$ cat config.mk
export PLATFORM = sky130hd
export DESIGN_NAME = axi_ethernet_v3_01_a_axi_lite_ipic_bridge
export DESIGN_NICKNAME = d
export VERILOG_FILES = /design/src/rtl/axi_ethernet_v3_01_a_axi_lite_ipic_bridge.sv
export SDC_FILE = /design/constraint.sdc
export NUM_CORES = 1
export LEC_CHECK = 0
export ABC_AREA = 0
export BUFFER_PORTS_ARGS = -buffer_cell sky130_fd_sc_hd__buf_4
export CORE_ASPECT_RATIO = 0.5
export CORE_MARGIN = 8
export CORE_UTILIZATION = 45
export DETAILED_ROUTE_END_ITERATION = 16
export GPL_TIMING_DRIVEN = 0
export PLACE_DENSITY = 0.86
export SLEW_MARGIN = 20
export SYNTH_ARGS = -nofsm -noshare
export SYNTH_HDL_FRONTEND = slang
export SYNTH_SLANG_ARGS = --single-unit
$ cat constraint.sdc
create_clock -name bus2ip_clk -period 2.4 [get_ports bus2ip_clk]
set_clock_uncertainty 0.2 [all_clocks]
set_input_delay 0.12 -clock bus2ip_clk [delete_from_list [all_inputs] [get_ports bus2ip_clk]]
set_output_delay 0.12 -clock bus2ip_clk [all_outputs]
set_load 0.05 [all_outputs]
$ cat src/rtl/axi_ethernet_v3_01_a_axi_lite_ipic_bridge.sv
// rtl/axi_ethernet_v3_01_a_axi_lite_ipic_bridge.sv - AXI4-Lite slave to IPIC bridge, one transaction in flight
module axi_ethernet_v3_01_a_axi_lite_ipic_bridge #(
    parameter int C_S_AXI_ADDR_WIDTH = 12,
    parameter int C_TIMEOUT_CYCLES   = 64
) (
    input  logic                          bus2ip_clk,
    input  logic                          bus2ip_reset,
    input  logic [C_S_AXI_ADDR_WIDTH-1:0] s_axi_awaddr,
    input  logic                          s_axi_awvalid,
    output logic                          s_axi_awready,
    input  logic [31:0]                   s_axi_wdata,
    input  logic [3:0]                    s_axi_wstrb,
    input  logic                          s_axi_wvalid,
    output logic                          s_axi_wready,
    output logic [1:0]                    s_axi_bresp,
    output logic                          s_axi_bvalid,
    input  logic                          s_axi_bready,
    input  logic [C_S_AXI_ADDR_WIDTH-1:0] s_axi_araddr,
    input  logic                          s_axi_arvalid,
    output logic                          s_axi_arready,
    output logic [31:0]                   s_axi_rdata,
    output logic [1:0]                    s_axi_rresp,
    output logic                          s_axi_rvalid,
    input  logic                          s_axi_rready,
    output logic [C_S_AXI_ADDR_WIDTH-1:0] bus2ip_addr,
    output logic [31:0]                   bus2ip_data,
    output logic [3:0]                    bus2ip_be,
    output logic                          bus2ip_cs,
    output logic                          bus2ip_rdce,
    output logic                          bus2ip_wrce,
    input  logic                          ip2bus_rdack,
    input  logic                          ip2bus_wrack,
    input  logic                          ip2bus_error,
    input  logic [31:0]                   ip2bus_data
);

    typedef enum logic [1:0] {ST_IDLE, ST_ACCESS, ST_RESP} state_t;

    localparam logic [7:0] TIMEOUT_LAST = 8'(C_TIMEOUT_CYCLES - 1);

    state_t                          state_q, state_d;
    logic                            is_wr_q, is_wr_d;
    logic                            last_wr_q, last_wr_d;
    logic [7:0]                      timer_q, timer_d;
    logic                            awready_q, awready_d;
    logic                            wready_q, wready_d;
    logic                            arready_q, arready_d;
    logic                            bvalid_q, bvalid_d;
    logic [1:0]                      bresp_q, bresp_d;
    logic                            rvalid_q, rvalid_d;
    logic [1:0]                      rresp_q, rresp_d;
    logic [31:0]                     rdata_q, rdata_d;
    logic [C_S_AXI_ADDR_WIDTH-1:0]   addr_q, addr_d;
    logic [31:0]                     data_q, data_d;
    logic [3:0]                      be_q, be_d;
    logic                            cs_q, cs_d;
    logic                            rdce_q, rdce_d;
    logic                            wrce_q, wrce_d;

    logic wr_elig, rd_elig, grant_rd, grant_wr, ack, timeout, resp_done;
    logic [1:0] resp;

    // Round-robin: a contested grant goes to whichever type did not win last
    assign wr_elig   = s_axi_awvalid && s_axi_wvalid;
    assign rd_elig   = s_axi_arvalid;
    assign grant_rd  = rd_elig && (!wr_elig || last_wr_q);
    assign grant_wr  = wr_elig && !grant_rd;
    assign ack       = is_wr_q ? ip2bus_wrack : ip2bus_rdack;
    assign timeout   = (timer_q == TIMEOUT_LAST);
    assign resp      = (!ack || ip2bus_error) ? 2'b10 : 2'b00;
    assign resp_done = is_wr_q ? s_axi_bready : s_axi_rready;

    always_ff @(posedge bus2ip_clk) begin
        if (bus2ip_reset) begin
            state_q   <= ST_IDLE;
            is_wr_q   <= 1'b0;
            last_wr_q <= 1'b1;
            timer_q   <= '0;
            awready_q <= 1'b0;
            wready_q  <= 1'b0;
            arready_q <= 1'b0;
            bvalid_q  <= 1'b0;
            bresp_q   <= '0;
            rvalid_q  <= 1'b0;
            rresp_q   <= '0;
            rdata_q   <= '0;
            addr_q    <= '0;
            data_q    <= '0;
            be_q      <= '0;
            cs_q      <= 1'b0;
            rdce_q    <= 1'b0;
            wrce_q    <= 1'b0;
        end else begin
            state_q   <= state_d;
            is_wr_q   <= is_wr_d;
            last_wr_q <= last_wr_d;
            timer_q   <= timer_d;
            awready_q <= awready_d;
            wready_q  <= wready_d;
            arready_q <= arready_d;
            bvalid_q  <= bvalid_d;
            bresp_q   <= bresp_d;
            rvalid_q  <= rvalid_d;
            rresp_q   <= rresp_d;
            rdata_q   <= rdata_d;
            addr_q    <= addr_d;
            data_q    <= data_d;
            be_q      <= be_d;
            cs_q      <= cs_d;
            rdce_q    <= rdce_d;
            wrce_q    <= wrce_d;
        end
    end

    always_comb begin
        state_d = state_q;
        case (state_q)
            ST_IDLE:   if (grant_rd || grant_wr) state_d = ST_ACCESS;
            ST_ACCESS: if (ack || timeout)       state_d = ST_RESP;
            ST_RESP:   if (resp_done)            state_d = ST_IDLE;
            default:                             state_d = ST_IDLE;
        endcase
    end

    always_comb begin
        awready_d = 1'b0;
        wready_d  = 1'b0;
        arready_d = 1'b0;
        is_wr_d   = is_wr_q;
        last_wr_d = last_wr_q;
        timer_d   = timer_q;
        bvalid_d  = bvalid_q;
        bresp_d   = bresp_q;
        rvalid_d  = rvalid_q;
        rresp_d   = rresp_q;
        rdata_d   = rdata_q;
        addr_d    = addr_q;
        data_d    = data_q;
        be_d      = be_q;
        cs_d      = cs_q;
        rdce_d    = rdce_q;
        wrce_d    = wrce_q;
        case (state_q)
            ST_IDLE: begin
                if (grant_rd) begin
                    arready_d = 1'b1;
                    addr_d    = s_axi_araddr;
                    cs_d      = 1'b1;
                    rdce_d    = 1'b1;
                    is_wr_d   = 1'b0;
                    last_wr_d = 1'b0;
                    timer_d   = '0;
                end else if (grant_wr) begin
                    awready_d = 1'b1;
                    wready_d  = 1'b1;
                    addr_d    = s_axi_awaddr;
                    data_d    = s_axi_wdata;
                    be_d      = s_axi_wstrb;
                    cs_d      = 1'b1;
                    wrce_d    = 1'b1;
                    is_wr_d   = 1'b1;
                    last_wr_d = 1'b1;
                    timer_d   = '0;
                end
            end
            ST_ACCESS: begin
                timer_d = timer_q + 8'd1;
                // An ack on the final timer cycle still wins over the timeout
                if (ack || timeout) begin
                    cs_d   = 1'b0;
                    rdce_d = 1'b0;
                    wrce_d = 1'b0;
                    if (is_wr_q) begin
                        bvalid_d = 1'b1;
                        bresp_d  = resp;
                    end else begin
                        rvalid_d = 1'b1;
                        rresp_d  = resp;
                        rdata_d  = (ack && !ip2bus_error) ? ip2bus_data : 32'h0;
                    end
                end
            end
            ST_RESP: begin
                if (is_wr_q && s_axi_bready)   bvalid_d = 1'b0;
                if (!is_wr_q && s_axi_rready)  rvalid_d = 1'b0;
            end
            default: ;
        endcase
    end

    assign s_axi_awready = awready_q;
    assign s_axi_wready  = wready_q;
    assign s_axi_arready = arready_q;
    assign s_axi_bvalid  = bvalid_q;
    assign s_axi_bresp   = bresp_q;
    assign s_axi_rvalid  = rvalid_q;
    assign s_axi_rresp   = rresp_q;
    assign s_axi_rdata   = rdata_q;
    assign bus2ip_addr   = addr_q;
    assign bus2ip_data   = data_q;
    assign bus2ip_be     = be_q;
    assign bus2ip_cs     = cs_q;
    assign bus2ip_rdce   = rdce_q;
    assign bus2ip_wrce   = wrce_q;

endmodule

Word level (Yosys, flattened, before mapping)
Index checks and enable logic that the tools add are counted.
{"block": "totals", "input_bits": 102, "output_inout_bits": 92, "wordCells": 99, "regBits": 103}
{"block": "classes", "n_mux": 32, "n_bitwise": 3, "reduce_logical": 32, "n_eq_ne": 14, "n_addsub": 1}
{"op": "32-bit two-way mux", "count": 1}
{"op": "12-bit two-way mux", "count": 2}
{"op": "2-bit != test, second input constant", "count": 10}
{"op": "3-bit AND reduction", "count": 6}
{"op": "1-bit two-way mux", "count": 16}
{"op": "8-bit two-way mux", "count": 2}
{"op": "8-bit one-hot mux with 2 select lines", "count": 1}
{"op": "4-bit AND reduction", "count": 3}
{"op": "1-bit one-hot mux with 2 select lines", "count": 5}
{"op": "8-bit by 1-bit adder with 8-bit output, second input constant", "count": 1}
{"op": "8-bit by 6-bit == test with 1-bit output, second input constant", "count": 1}
{"op": "2-bit two-way mux", "count": 4}
{"op": "1-bit logical AND", "count": 6}
{"op": "2-bit one-hot mux with 3 select lines", "count": 1}
{"op": "2-bit nonzero test", "count": 3}
{"op": "1-bit logical NOT", "count": 5}
{"op": "1-bit logical OR", "count": 4}
{"op": "2-bit AND reduction", "count": 2}
{"op": "3-bit != test, second input constant", "count": 1}
{"op": "1-bit NOT", "count": 3}
{"op": "3-bit OR reduction", "count": 1}
{"op": "2-bit by 1-bit == test with 1-bit output, second input constant", "count": 1}
{"op": "2-bit == test, second input constant", "count": 1}
{"op": "2-bit logical NOT", "count": 1}
{"op": "2-bit OR reduction", "count": 1}

Longest topological paths before layout
{"block": "depth", "depth_word": 9, "mapped_depth": 6, "depth_no_buf": 5}

Least setup slack after synthesis
No wires, ideal clock.
{"block": "synth_timing", "path_type": "register to register", "startpoint": "register timer_q[0]", "endpoint": "register rdata_q[10] (netlist: s_axi_rdata[10])", "path_buffers": 1, "setup_ns": 0.117, "t_required_ns": 2.083, "arrival_ns": 1.553, "path_stages_with_launch": 7, "synth_period_minus_slack_ns": 1.870, "setup_slack_ns": 0.530, "path_cell_list": "dfxtp_1 -> ha_1 -> or3b_1 -> o21bai_2 -> a21oi_2 -> buf_6 -> a22o_1"}
{"block": "synth_via", "elab_chain_len": 3}
{"item": "start: declaration", "line_no": "44", "rtl": "logic [7:0] timer_q, timer_d;"}
{"item": "start signal: assignment", "line_no": "97", "rtl": "timer_q <= timer_d;"}
{"item": "8-bit by 6-bit == test with 1-bit output", "line_no": "69", "rtl": "assign timeout = (timer_q == TIMEOUT_LAST);"}
{"item": "1-bit logical OR", "line_no": "169", "rtl": "if (ack || timeout) begin"}
{"item": "3-bit AND reduction (no source line)"}
{"item": "end signal: assignment", "line_no": "105", "rtl": "rdata_q <= rdata_d;"}
{"item": "end: declaration", "line_no": "52", "rtl": "logic [31:0] rdata_q, rdata_d;"}
Every way passes these cells.
A chain may end at the register's enable or synchronous reset.

Worst setup path in the final report
{"block": "layout_timing", "startpoint": "register timer_q[0]", "endpoint": "register rdata_q[5] (netlist: s_axi_rdata[5])"}
Same word-level chain as after synthesis.

==> metrics.md <==
| Metric | Value |
|---|---|
| Result of the run | completed |
| Power density of the placed cells | 673.3 mW/mm^2 |
| Wire length of the first global-routing pass | 22,630 um |
| Post-detailed-route DRC marker count | 0 |
| Clock tree from TritonCTS | done |
| Reg-to-Reg End | s_axi_rdata[5] |
| Total number of H-tree levels | 3 |
| Fraction of layout instances using a drive strength above 1 | 34.38% |
| Worst setup path startpoint | timer_q[0] |
| Sinks on Clock Net | 101 |
| Net count, final | 799 |
| Critical path, cell by cell | ha_1 -> or3b_1 -> o21bai_2 -> a21oi_2 -> buf_6 -> a22o_1 |
| Kind of critical path | flop to flop |
| Synth unique cells | 45 |
| Place WS | 319.7 ps |
| Worst setup slack for register-to-register paths | 250 ps |
| HPWL Detailed | 8887 um |
| Worst stage delay on the critical path | 410 ps |
| Port Buffers | 190 |
| Total Die Area | 0.01183 mm^2 |
| Most used flip-flop cell after synthesis | sky130_fd_sc_hd__dfxtp_1 |
| Via density per instance | 5.189 |
| Largest family of logic cells by synthesized area | compound AO/OA/AOI/OAI gates |
| Cell at the root of the clock tree | sky130_fd_sc_hd__clkbuf_16 |
| Clock latency reported for the late side of the worst-skew pair | 340 ps |
| Detailed-routing iteration count for the pre-antenna-repair pass | 5 |
| Max Buffers Root-to-Sink | 2 |
| Area growth from synthesis to layout | 75.22% |
| Finish-stage setup viols | 0 |
| Worst R2R Path Depth | 6 |
| Lkg Pwr | 2.957 nW |
| Maximum capacitance violations | 0 |
| Ports placed on the boundary | 194 |
| Class of the tightest hold or removal check | input pin to flop |
| Post-detailed-route wirelength per cell | 17.99 um |
| Post_cts resized | 0 |
| Critical path buffers and inverters | 1 |
| Unrepaired setup endpoints after global routing | false |
| Area fraction in compound gates after synthesis | 21.92% |
| Worst slew margin | 62.50% |
| Worst-case setup margin in the final layout | 250.0 ps |
| Overall fraction of global-route tracks in use | 23.67% |
| Post-synthesis share of cell area spent on full adders, half adders and majority gates | 0.3291% |
| Average cell area after synthesis | 9.554 um^2 |
| Final estimated routing congestion in global placement | 0.8175 |
| Standard-cell rows | 23 |
| Final min period | 2150 ps |
| Routed via count | 4,229 |
| Fin crit share | 89.58% |
| Area of the mapped netlist | 0.003802 mm^2 |
| Sort of element at the start of the critical path | flop |
| Number of synthesized flops with an enable pin | 0 |
| Most used cells in the layout excluding fill and tap cells | sky130_fd_sc_hd__buf_4, sky130_fd_sc_hd__dfxtp_1, sky130_fd_sc_hd__dlygate4sd3_1 |
| Transition at the pin with the smallest max-transition slack | 562.5 ps |
| Synth Area in Simple Gates | 15.30% |
| Total non-filler cell area in the finished layout | 0.006663 mm^2 |
| Leading cell type in the layout, fill and taps excluded | sky130_fd_sc_hd__buf_4 |
| Peak Freq | 465.1 MHz |
| Area post-placement | 0.005373 mm^2 |
| Number of antenna violations at the first check in global routing | 0 |
| Die X | 146 um |
| Number of CTS-inserted buffers | 9 |
| Final hold violation count | 0 |
| Height of the chip | 81 um |
| Violation count after the first detailed-routing iteration | 288 |
| Total wirelength of the detailed-routed design | 14,660 um |
| Peak supply drop | 0.0004091 V |
| Flip-flop and latch count after synthesis | 101 |
| Final Instance Count excl. Fillers | 815 |
| Residual antenna-violating net count after detailed routing | 0 |
| Slowest cell on crit path | sky130_fd_sc_hd__dfxtp_1 |
| Area of the core | 0.008115 mm^2 |
| Clock slew at the register clock pins of the worst setup and hold paths | 70 ps |
| Largest delay share family, worst path | compound AO/OA/AOI/OAI gates |
| Critical Path Sink Type | flop |
| Synth Area in XOR/XNOR | 0% |
| Sequential element share of the synthesized area | 53.18% |
| CP Data Arrival Time | 2180 ps |
| Fill cell instance count of the final layout | 458 |
| Setup TNS | 0 ps |
| Syn Inst Count | 398 |
| Via count of the first global-routing pass | 4,371 |
| Worst-path maximum fanout | 10 |
| Cells after DPL | 701 |
| YS warnings | 0 |
| Starting utilization of the core area | 46.85% |
| Largest net degree at the start of global routing | 17 |
| Number of slew-limit violations in the final report | 0 |
| Multiplexer share of the synthesized area | 3.422% |
| R2r startpoint | timer_q[0] |
| Logic depth of the worst path, buffers included | 6 |
| Critical path endpoint | s_axi_rdata[5] |
| Worst endpoint required time | 2430 ps |
| Proportion of register bits with asynchronous set or reset after synthesis | 0% |
| Grt total ovfl | 0 |
-- kinds of logic (layout without fill, tap and decap cells) --
logic type	count (synthesis)	count (layout)
compound gates	118	118
fa+ha+maj	1	1
buf+inv	37	339
flops	101	101
mux	13	13
other cells	1	4
simple gates	127	127
-- final cells by class --
type / instances / area [um^2] / share of cell area [%]
repair buffers: 286 / 2387 / 35.83
clock buffers: 11 / 242.7 / 3.643
inverters: 3 / 11.26 / 0.1690
well taps: 112 / 140.1 / 2.103
diodes: 2 / 5.005 / 0.07512
clock inverters: 5 / 81.33 / 1.221
multi-input cells: 261 / 1565 / 23.49
plain buffers: 34 / 207.7 / 3.117
flip-flops and latches: 101 / 2022 / 30.35
-- report_power, final --
| group | switching (mW) | internal, mW | total, mW |
|---|---|---|---|
| clock network | 0.628 | 0.945 | 1.57 |
| registers | 0.0553 | 1.77 | 1.82 |
| logic | 0.635 | 0.454 | 1.09 |
-- synth_stat cells, types with 2 or more instances --
cell | n | share of area [%]
sky130_fd_sc_hd__nand2_1 | 80 | 7.9
sky130_fd_sc_hd__nand3_1 | 4 | 0.53
sky130_fd_sc_hd__a31oi_1 | 6 | 0.99
sky130_fd_sc_hd__buf_6 | 5 | 1.5
sky130_fd_sc_hd__dfxtp_1 | 101 | 53
sky130_fd_sc_hd__o21ai_0 | 3 | 0.39
sky130_fd_sc_hd__nor2b_1 | 2 | 0.33
sky130_fd_sc_hd__buf_4 | 7 | 1.4
sky130_fd_sc_hd__or3_1 | 2 | 0.33
sky130_fd_sc_hd__nor2_1 | 21 | 2.1
sky130_fd_sc_hd__nand2b_1 | 2 | 0.33
sky130_fd_sc_hd__clkbuf_1 | 6 | 0.59
sky130_fd_sc_hd__a21oi_1 | 46 | 6.1
sky130_fd_sc_hd__buf_2 | 12 | 1.6
sky130_fd_sc_hd__a21o_1 | 2 | 0.39
sky130_fd_sc_hd__inv_1 | 3 | 0.30
sky130_fd_sc_hd__a22o_1 | 32 | 7.4
sky130_fd_sc_hd__nor3_1 | 7 | 0.92
sky130_fd_sc_hd__a311oi_1 | 4 | 0.92
sky130_fd_sc_hd__a211oi_1 | 12 | 2.4
sky130_fd_sc_hd__mux2i_1 | 13 | 3.4
sky130_fd_sc_hd__buf_1 | 3 | 0.30
sky130_fd_sc_hd__o21a_1 | 3 | 0.59
-- worst min-delay path by stage --
stage | slack (ps) | cells past startpoint | from | end
4_1_cts | 20 | 4 | ip2bus_rdack | s_axi_rvalid
3_5_place_dp | 140 | 2 | ip2bus_data[2] | s_axi_rdata[2]
3_3_place_gp | 140 | 2 | s_axi_bready | s_axi_bvalid
5_1_grt | 40 | 4 | s_axi_rready | state_q[1]
6_report | 40 | 4 | ip2bus_rdack | s_axi_rvalid
2_1_floorplan | 40 | 1 | s_axi_bready | s_axi_bvalid
-- registers in the layout, indices dropped and copies added, names as in the netlist, 2 cells and up --
signal / flops
bus2ip_data: 32
s_axi_rdata: 32
timer_q: 8
bus2ip_addr: 12
bus2ip_be: 4
state_q: 2
-- routing by layer --
layer,track usage (%),routed length [um],vias to the layer above
li1,-,-,1993
met1,24.14,5469,2009
met2,45.67,7846,192
met3,7.594,961,35
met4,9.378,382,0
met5,0,0,-
-- tightest hold or removal path: stages --
cell and delay, ps:
sky130_fd_sc_hd__buf_4 100, sky130_fd_sc_hd__o21bai_2 140, sky130_fd_sc_hd__nand2_1 60, sky130_fd_sc_hd__a21oi_1 120
-- through the flow --
step / utilization, % / total power, mW / hold WS (ps)
floorplan: - / 2.440 / 36.50
global placement: 66.20 / 2.771 / 135.2
detailed placement: 66.20 / 2.785 / 140.9
CTS: 82.04 / 4.474 / 15.26
global route: 82.04 / 4.654 / 43.83
finish: 82.10 / 4.486 / 36.17
-- what timing repair did --
item	CTS	global route
hold endpoints to repair	83	0
buffers inserted	0	0
hold buffers	96	0
(Power assumes the default switching activity.)
